## src/rtl/ym3438_pkg.sv

```systemverilog
// Shared widths and channel-3 mode encodings for the OPN2 timer stage.
package ym3438_pkg;

    localparam int TA_W     = 10;
    localparam int TB_W     = 8;
    localparam int TB_PRE_W = 4;

    localparam logic [1:0] CH3_MODE_NORMAL  = 2'b00;
    localparam logic [1:0] CH3_MODE_SPECIAL = 2'b01;
    localparam logic [1:0] CH3_MODE_CSM     = 2'b10;

    function automatic logic is_csm(input logic [1:0] mode);
        return mode == CH3_MODE_CSM;
    endfunction

endpackage

```

## src/rtl/ym3438_timers_if.sv

```systemverilog
// Register-side and status-side signals of the timer stage.
interface ym3438_timers_if;
    import ym3438_pkg::*;

    logic            c1;
    logic            timer_ed;
    logic [TA_W-1:0] timer_a_reg;
    logic [TB_W-1:0] timer_b_reg;
    logic            load_a;
    logic            load_b;
    logic            enable_a;
    logic            enable_b;
    logic            reset_a;
    logic            reset_b;
    logic [1:0]      ch3_mode;
    logic            timer_a;
    logic            timer_b;
    logic            ovf_a;
    logic            ovf_b;
    logic            csm_kon;

    modport master (
        output c1, timer_ed, timer_a_reg, timer_b_reg, load_a, load_b,
               enable_a, enable_b, reset_a, reset_b, ch3_mode,
        input  timer_a, timer_b, ovf_a, ovf_b, csm_kon
    );

    modport slave (
        input  c1, timer_ed, timer_a_reg, timer_b_reg, load_a, load_b,
               enable_a, enable_b, reset_a, reset_b, ch3_mode,
        output timer_a, timer_b, ovf_a, ovf_b, csm_kon
    );

endinterface

```

## src/rtl/ym3438_timer_cnt.sv

```systemverilog
// Up-counter with reload: holds the reload value while load=0 and reloads on
// wrap. 'tick' qualifies the hold-reload, 'step' qualifies counting.
module ym3438_timer_cnt #(
    parameter int W = 10
) (
    input  logic         MCLK,
    input  logic         IC,
    input  logic         tick,
    input  logic         step,
    input  logic         load,
    input  logic [W-1:0] reload,
    output logic         ovf
);

    logic [W-1:0] cnt;

    assign ovf = step & load & (cnt == '1);

    always_ff @(posedge MCLK or negedge IC) begin
        if (!IC) begin
            cnt <= '0;
        end else if (tick) begin
            if (!load || ovf) begin
                cnt <= reload;
            end else if (step) begin
                cnt <= cnt + 1'b1;
            end
        end
    end

endmodule

```

## src/rtl/ym3438_timers.sv

```systemverilog
// Timer A / Timer B stage: counters, Timer B sample prescaler, status flags,
// registered overflow pulses and the CSM key-on pulse.
module ym3438_timers
    import ym3438_pkg::*;
(
    input  logic           MCLK,
    input  logic           IC,
    ym3438_timers_if.slave bus
);

    logic                tick;
    logic                tick_b;
    logic                ovf_a_w;
    logic                ovf_b_w;
    logic [TB_PRE_W-1:0] pre_b;
    logic                flag_a;
    logic                flag_b;
    logic                ovf_a_q;
    logic                ovf_b_q;
    logic                csm_q;

    assign tick   = bus.c1 & bus.timer_ed;
    assign tick_b = tick & (&pre_b);

    ym3438_timer_cnt #(.W(TA_W)) u_cnt_a (
        .MCLK   (MCLK),
        .IC     (IC),
        .tick   (tick),
        .step   (tick),
        .load   (bus.load_a),
        .reload (bus.timer_a_reg),
        .ovf    (ovf_a_w)
    );

    // B keeps its reload value on every sample tick but only counts once per 16
    ym3438_timer_cnt #(.W(TB_W)) u_cnt_b (
        .MCLK   (MCLK),
        .IC     (IC),
        .tick   (tick),
        .step   (tick_b),
        .load   (bus.load_b),
        .reload (bus.timer_b_reg),
        .ovf    (ovf_b_w)
    );

    always_ff @(posedge MCLK or negedge IC) begin
        if (!IC) begin
            pre_b   <= '0;
            flag_a  <= 1'b0;
            flag_b  <= 1'b0;
            ovf_a_q <= 1'b0;
            ovf_b_q <= 1'b0;
            csm_q   <= 1'b0;
        end else if (bus.c1) begin
            if (tick) begin
                pre_b <= pre_b + 1'b1;
            end
            // set wins over clear so an overflow is never dropped
            flag_a  <= (ovf_a_w & bus.enable_a) | (flag_a & ~bus.reset_a);
            flag_b  <= (ovf_b_w & bus.enable_b) | (flag_b & ~bus.reset_b);
            ovf_a_q <= ovf_a_w;
            ovf_b_q <= ovf_b_w;
            csm_q   <= ovf_a_w & is_csm(bus.ch3_mode);
        end
    end

    assign bus.timer_a = flag_a;
    assign bus.timer_b = flag_b;
    assign bus.ovf_a   = ovf_a_q;
    assign bus.ovf_b   = ovf_b_q;
    assign bus.csm_kon = csm_q;

endmodule

```

## src/flat_wrapper.sv

```systemverilog
// flat-port wrapper written by rule: the top's interface ports become plain ports
module ym3438_timers_flat import ym3438_pkg::*;
  (MCLK, IC, bus_c1, bus_timer_ed, bus_timer_a_reg, bus_timer_b_reg, bus_load_a, bus_load_b, bus_enable_a, bus_enable_b, bus_reset_a, bus_reset_b, bus_ch3_mode, bus_timer_a, bus_timer_b, bus_ovf_a, bus_ovf_b, bus_csm_kon);
  ym3438_timers_if bus_i ();
  input  logic MCLK;
  input  logic IC;
  input wire logic [$bits(bus_i.c1)-1:0] bus_c1;
  input wire logic [$bits(bus_i.timer_ed)-1:0] bus_timer_ed;
  input wire logic [$bits(bus_i.timer_a_reg)-1:0] bus_timer_a_reg;
  input wire logic [$bits(bus_i.timer_b_reg)-1:0] bus_timer_b_reg;
  input wire logic [$bits(bus_i.load_a)-1:0] bus_load_a;
  input wire logic [$bits(bus_i.load_b)-1:0] bus_load_b;
  input wire logic [$bits(bus_i.enable_a)-1:0] bus_enable_a;
  input wire logic [$bits(bus_i.enable_b)-1:0] bus_enable_b;
  input wire logic [$bits(bus_i.reset_a)-1:0] bus_reset_a;
  input wire logic [$bits(bus_i.reset_b)-1:0] bus_reset_b;
  input wire logic [$bits(bus_i.ch3_mode)-1:0] bus_ch3_mode;
  output wire logic [$bits(bus_i.timer_a)-1:0] bus_timer_a;
  output wire logic [$bits(bus_i.timer_b)-1:0] bus_timer_b;
  output wire logic [$bits(bus_i.ovf_a)-1:0] bus_ovf_a;
  output wire logic [$bits(bus_i.ovf_b)-1:0] bus_ovf_b;
  output wire logic [$bits(bus_i.csm_kon)-1:0] bus_csm_kon;
  assign bus_i.c1 = bus_c1;
  assign bus_i.timer_ed = bus_timer_ed;
  assign bus_i.timer_a_reg = bus_timer_a_reg;
  assign bus_i.timer_b_reg = bus_timer_b_reg;
  assign bus_i.load_a = bus_load_a;
  assign bus_i.load_b = bus_load_b;
  assign bus_i.enable_a = bus_enable_a;
  assign bus_i.enable_b = bus_enable_b;
  assign bus_i.reset_a = bus_reset_a;
  assign bus_i.reset_b = bus_reset_b;
  assign bus_i.ch3_mode = bus_ch3_mode;
  assign bus_timer_a = bus_i.timer_a;
  assign bus_timer_b = bus_i.timer_b;
  assign bus_ovf_a = bus_i.ovf_a;
  assign bus_ovf_b = bus_i.ovf_b;
  assign bus_csm_kon = bus_i.csm_kon;
  ym3438_timers u_core (.MCLK(MCLK), .IC(IC), .bus(bus_i));
endmodule
```

## config.mk

```make
export PLATFORM = sky130hd
export DESIGN_NAME = ym3438_timers_flat
export DESIGN_NICKNAME = d
export VERILOG_FILES = /design/src/rtl/ym3438_pkg.sv /design/src/rtl/ym3438_timers_if.sv /design/src/rtl/ym3438_timer_cnt.sv /design/src/rtl/ym3438_timers.sv /design/src/flat_wrapper.sv
export SDC_FILE = /design/constraint.sdc
export NUM_CORES = 1
export LEC_CHECK = 0
export ABC_AREA = 1
export CORE_MARGIN = 3
export CORE_UTILIZATION = 32
export CTS_CLUSTER_DIAMETER = 50
export DETAILED_ROUTE_END_ITERATION = 10
export SYNTH_ARGS = -nofsm -noshare
export SYNTH_HDL_FRONTEND = slang
export SYNTH_HIERARCHICAL = 1
export SYNTH_SLANG_ARGS = --single-unit
```

## constraint.sdc

```tcl
create_clock -name MCLK -period 1.8 [get_ports MCLK]
set_clock_uncertainty 0.05 [all_clocks]
set_input_delay 0.36 -clock MCLK [delete_from_list [all_inputs] [get_ports MCLK]]
set_output_delay 0.36 -clock MCLK [all_outputs]
set_load 0.02 [all_outputs]
```

## Word level (Yosys, flattened, before mapping)

Cells that the tools add are included.

- Output and inout bits: 5
- Input bits: 30
- Register bits: 27

- Reductions and logical operators: 8
- Mux-type cells: 3
- Eq/ne operators: 3
- Bitwise logic cells: 15
- Add/subtract/negate cells: 3

Operators by type and width:

| cell | number |
|---|---|
| $mux W8 | 2 |
| $and A1 B1 Y1 | 11 |
| $add A10 B1 Y10 const B | 1 |
| $eq A10 B10 Y1 const B | 1 |
| $mux W10 | 1 |
| $add A8 B1 Y8 const B | 1 |
| $eq A8 B8 Y1 const B | 1 |
| $add A4 B1 Y4 const B | 1 |
| $reduce_and A2 Y1 | 2 |
| $reduce_and A4 Y1 | 1 |
| $eq A2 B2 Y1 const B | 1 |
| $logic_not A1 Y1 | 2 |
| $logic_or A1 B1 Y1 | 2 |
| $not A1 Y1 | 2 |
| $or A1 B1 Y1 | 2 |
| $reduce_bool A2 Y1 | 1 |

## Depth between registers and ports, before layout

- Word-level depth: 7
- Depth in mapped cells: 10
- Mapped depth without buffers: 10

## Hierarchy

The synthesis kept the hierarchy.

By module, submodules not included:

| module | seq. area each (µm²) | cells each | times used | area each (µm²) |
|---|---|---|---|---|
| ym3438_timer_cnt at u_core.u_cnt_a | 250.2 | 127 | 1 | 799.5 |
| ym3438_timer_cnt at u_core.u_cnt_b | 200.2 | 99 | 1 | 648.1 |
| ym3438_timers | 225.2 | 51 | 1 | 429.2 |

## Worst setup path before layout

No wires, ideal clock.

- Kind: reg-to-reg
- From: register u_core.pre_b[0]
- To: register u_core.u_cnt_b.cnt[5]
- Data required time: 1.632 ns
- Stages on the path, launching flop included: 11
- Library setup time: 0.118 ns
- Path slack: 0.289 ns
- Arrival: 1.344 ns
- Clock period less this slack: 1.511 ns
- Cell sequence: dfrtp_1 -> ha_1 -> nand3_1 -> nor2_1 -> nand2_1 -> nor2_2 -> nand2_4 -> nand2_8 -> nand2_1 -> nand3_1 -> nand2_1

- Word-level cells in the longest chain between the ends: 7
- Elaborated cells between the ends (all ways): 8
- Those cells by class: mux (1); bitwise (3); reduce/logical (4)

RTL lines:

| item | line | text |
|---|---|---|
| start, declared | ym3438_timers.sv:15 | `logic [TB_PRE_W-1:0] pre_b;` |
| start signal, assigned | ym3438_timers.sv:56 | `pre_b <= pre_b + 1'b1;` |
| $reduce_and A4 Y1 * | ym3438_timers.sv:23 | `assign tick_b = tick & (&pre_b);` |
| $and A1 B1 Y1 * | ym3438_timers.sv:23 |  |
| net u_core.tick_b | ym3438_timers.sv:12 | `logic tick_b;` |
| $and A1 B1 Y1 (2 in series) | ym3438_timer_cnt.sv:17 | `assign ovf = step & load & (cnt == '1);` |
| $logic_or A1 B1 Y1 | ym3438_timer_cnt.sv:23 | `if (!load \|\| ovf) begin` |
| $reduce_bool A2 Y1 (no source line) | n/a |  |
| $reduce_and A2 Y1 (no source line) | n/a |  |
| end signal, assigned | ym3438_timer_cnt.sv:24 | `cnt <= reload;` |
| end signal, assigned | ym3438_timer_cnt.sv:26 | `cnt <= cnt + 1'b1;` |
| end, declared | ym3438_timer_cnt.sv:15 | `logic [W-1:0] cnt;` |

Mark *: on every way through the listed nets, which the timed path passes. The rest lies on a longest branch.
A chain may end at the register's enable or synchronous reset.

## Worst setup path after layout

- From: register u_core.ovf_a_q, in the netlist u_core/bus.ovf_a
- To: output port bus_ovf_a

RTL lines:

| item | line | text |
|---|---|---|
| start, declared | ym3438_timers.sv:18 | `logic ovf_a_q;` |
| start signal, assigned | ym3438_timers.sv:61 | `ovf_a_q <= ovf_a_w;` |
| end, declared | flat_wrapper.sv:20 | `output wire logic [$bits(bus_i.ovf_a)-1:0] bus_ovf_a;` |

No word-level cell between the ends.

==> results list <==
- After the first detailed-routing iteration, the DRC count stood at 110.
- Syn nets: between 300 and 400
- The initialized floorplan defines 27 standard-cell rows.
* Clock share of power: 0.200
- Min setup slack post-route: roughly 140 ps
* CP max-delay cell: clkdlybuf4s50_1
- After filler insertion, the fill cell instance count of the layout stands at 590.
- Final Hold Viols: 0
- Top library cells by usage in the layout, fill and taps aside: 121 x nand2_1, 38 x inv_1, 35 x nand3_1, 34 x clkdlybuf4s50_1, 26 x dfrtp_1
* Crit-path max cell delay: around 610 ps
- Count of synthesis-stage warnings from yosys: 6
- Main flop type after synthesis: dfrtp_1
- In this run the vertical extent of the chip is 82.6 um.
- Leaving out fill and tap cells, the most frequent cell in the layout is nand2_1.
* Largest registers: u_core/u_cnt_a/cnt: 10 flops, u_core/u_cnt_b/cnt: 8 flops, u_core/pre_b: 4 flops
- The first detailed-routing pass took 4 iterations.
* Post-synthesis share of cell area spent on xor and xnor gates: 0.00933
* Cells after Synth: 277
- Slew at the pin closest to its max-slew limit: 372 ps
- Global Route Usage Sum: 0.135
- Setup-failing EPs final: 0
* Netlist cell types: 27
- Share of synthesized cell area in full adder, half adder and majority cells: 0.0200
- VDD sags by at most 0.388 mV.
* Remaining antenna violation count after routing: 0
* Avg Inst Size Synth: 6.78 um^2
* Run status: completed
- Number of global-route vias before repair: 1657
* Power density normalized to cell area: about 750 nW/um^2
* Port Buf Inserts: 34
* Category of cells accounting for the largest share of critical-path delay: buffers and inverters
* H-tree Lvls: 1
- The root buffer cell chosen for the clock tree is clkbuf_8.
* Area of the die: 6820 um^2
- 35 I/O pins were placed.
- Data arrival, critical path: roughly 1300 ps
* Number of nets in the final layout: roughly 360
* Area of the core region: approximately 5600 um^2
- The number of clock buffers added by TritonCTS is 3.
- Setup repair after global routing left no endpoint under its margin.
- The routed layout has 1801 vias.
- The clock reaches the later pin of the worst-skew pair after 280 ps.
- Chip Width: a little over 80 um
- The final layout contains routed wiring with a total length of approximately 4.2 mm.
- Multiplexer fraction of the synthesized cell area: 0
- For this configuration, the core starts out at a cell density of 0.335.
- The compound-cell area share of the yosys netlist came to 0.0507.
* Last weighted congestion value of the routability-driven placer: 0.820
- Leak pwr: approximately 1.2 nW
* CTS tree: built
- The longest clock path from root to sink contains 2 buffers.
- Antenna fix cells: 0
- Largest register FFs: 10
* Worst-case setup slack after placement: -124 ps
* Routed wire length per instance: 10.4 um
- Logic pwr share: 0.312
* Max Slew Vio Count: 0
- Along the worst path, the maximum fanout reaches 2.
- Endpoint required time on the critical path: ~1400 ps
- Number of flops mapped to enable cells by yosys: 0
* Critical Path Start Type: flip-flop
- The number of buffers and inverters on the critical path is 1.
* Register name with the most flops: u_core/u_cnt_a/cnt
- Sequential area share after synthesis: 0.360
- Net switching power: 0.000650 W
- The worst path needs ~1700 ps of the cycle, external delays included.
- The finished layout holds between 300 and 400 standard cells, fillers aside.
- Max-cap violations in this run came to 0.
- Total grt overflow: 0
- Class of the worst hold path: in2async
* Share of flip-flops with an asynchronous set or reset after synthesis: 1.00
- By startpoint and endpoint, the worst setup path is classified as reg2out.
- Layout cells sized above 1: 0.125
* Cell area after synthesis: 1880 um^2
- Timing would allow up to approximately 600 MHz.
- Of the total power, the share spent switching nets is 0.358.
- Clock slew at the register clock pins of the worst setup and hold paths: around 100 ps
- Clk sink count: 27
- The first global-routing pass estimated 7.32 mm of wire.
- Buffers added to address setup during post-CTS repair amount to 0.
- Pin count of the biggest net entering global routing: 28
- The worst pin sits at a relative slew slack of 0.752.
* Sequential group share of total power: 0.489
- Counting flops and latches in the post-synthesis netlist gives 27.
- Number of hold-repair buffers added at the cts stage: 0
- Crit-path cells: clkdlybuf4s50_1
* Worst Setup End Kind: primary output
- HPWL Detailed: 3.17 mm
* Average via count per standard cell: 4.51
- After synthesis, the largest family of logic cells by area is simple AND/OR/NAND/NOR gates.
* Area Growth Syn to Fin: 29.2%
- Count of placed standard cells including taps: between 300 and 400
- Of the total synthesized cell area, the portion taken by AND, OR, NAND and NOR gates is 0.449.
- Internal power comes to between 0.001 and 0.0015 W.
- Initial antenna violation count: 0
- Of the available clock period, the critical path in the final layout requires 0.924.
- After detailed routing, the number of remaining DRC violations is 0.
[cells by family after synthesis]
group                      after synthesis
DFF                                     27
buffers and inverters                   46
xor gates and xnor gates                 2
and+or+nand+nor                        185
AOI/OAI and AO/OA                       14
adders and majority gates                3
[power by group through the flow]
stage / sequential [W] / clock [W] / combinational, W
detailed placement: 0.000896 / 0 / 0.000568
global placement: 0.000895 / 0 / 0.000560
global route: 0.000910 / 0.000409 / 0.000661
floorplan: 0.000857 / 0 / 0.000404
CTS: 0.000885 / 0.000384 / 0.000570
finish: 0.000887 / 0.000362 / 0.000565
[layer usage]
metal	track usage	share of wire	vias up
met5	0	0	-
met4	0.0245	0.0055	0
met3	0.0271	0.062	2
met2	0.227	0.45	39
met1	0.180	0.48	799
li1	-	-	961
[what timing repair did]
action                                  CTS  global route
endpoints found under the hold margin     0             0
endpoints found under the setup margin    0             7
gates resized for setup                   0             1
[cell type report]
cell class / instances / area [um^2] / share of cell area
multi-input combinational: 204 / 993 / 0.410
sequential: 27 / 677 / 0.279
timing repair buffer: 50 / 460 / 0.190
inverter: 42 / 158 / 0.0650
tap: 72 / 90.1 / 0.0372
clock buffer: 3 / 41.3 / 0.0170
clock inverter: 1 / 5.00 / 0.00206
[synthesized netlist by cell type, types with 3 or more instances]
cell type | instances | share of area
o21bai_1 | 4 | 0.016
nor2_1 | 12 | 0.024
inv_1 | 38 | 0.076
dfrtp_1 | 27 | 0.36
ha_1 | 3 | 0.020
o21ai_0 | 3 | 0.0080
inv_2 | 4 | 0.0080
nand3_1 | 35 | 0.093
nor2_2 | 4 | 0.013
nand2_1 | 121 | 0.24
[final timing paths]
kind / from / to / slack [ps] / depth (start not counted)
setup / recovery: u_core/bus.ovf_a / bus_ovf_a / 140 / 1
hold / removal: IC / u_core/bus.csm_kon / 410 / 2
setup reg to reg: u_core/u_cnt_a/cnt[1] / u_core/u_cnt_a/cnt[0] / 170 / 8
hold reg to reg: u_core/bus.timer_b / u_core/bus.timer_b / 430 / 2
max in group asynchronous: IC / u_core/pre_b[0] / 990 / 2
min in group MCLK: u_core/bus.timer_b / u_core/bus.timer_b / 430 / 2
[per-stage QoR]
stage                      util  cell area [um^2]  power, W  TNS (ps)  hold WS (ps)
after global routing      0.432              2420   0.00198         0           429
final                     0.432              2420   0.00181         0           407
after global placement    0.424              2380   0.00146     -1340           405
after CTS                 0.432              2420   0.00184         0           417
after floorplan               -              1880   0.00126         0          14.4
after detailed placement  0.424              2380   0.00146     -1530           413
(Power assumes the default switching activity.)
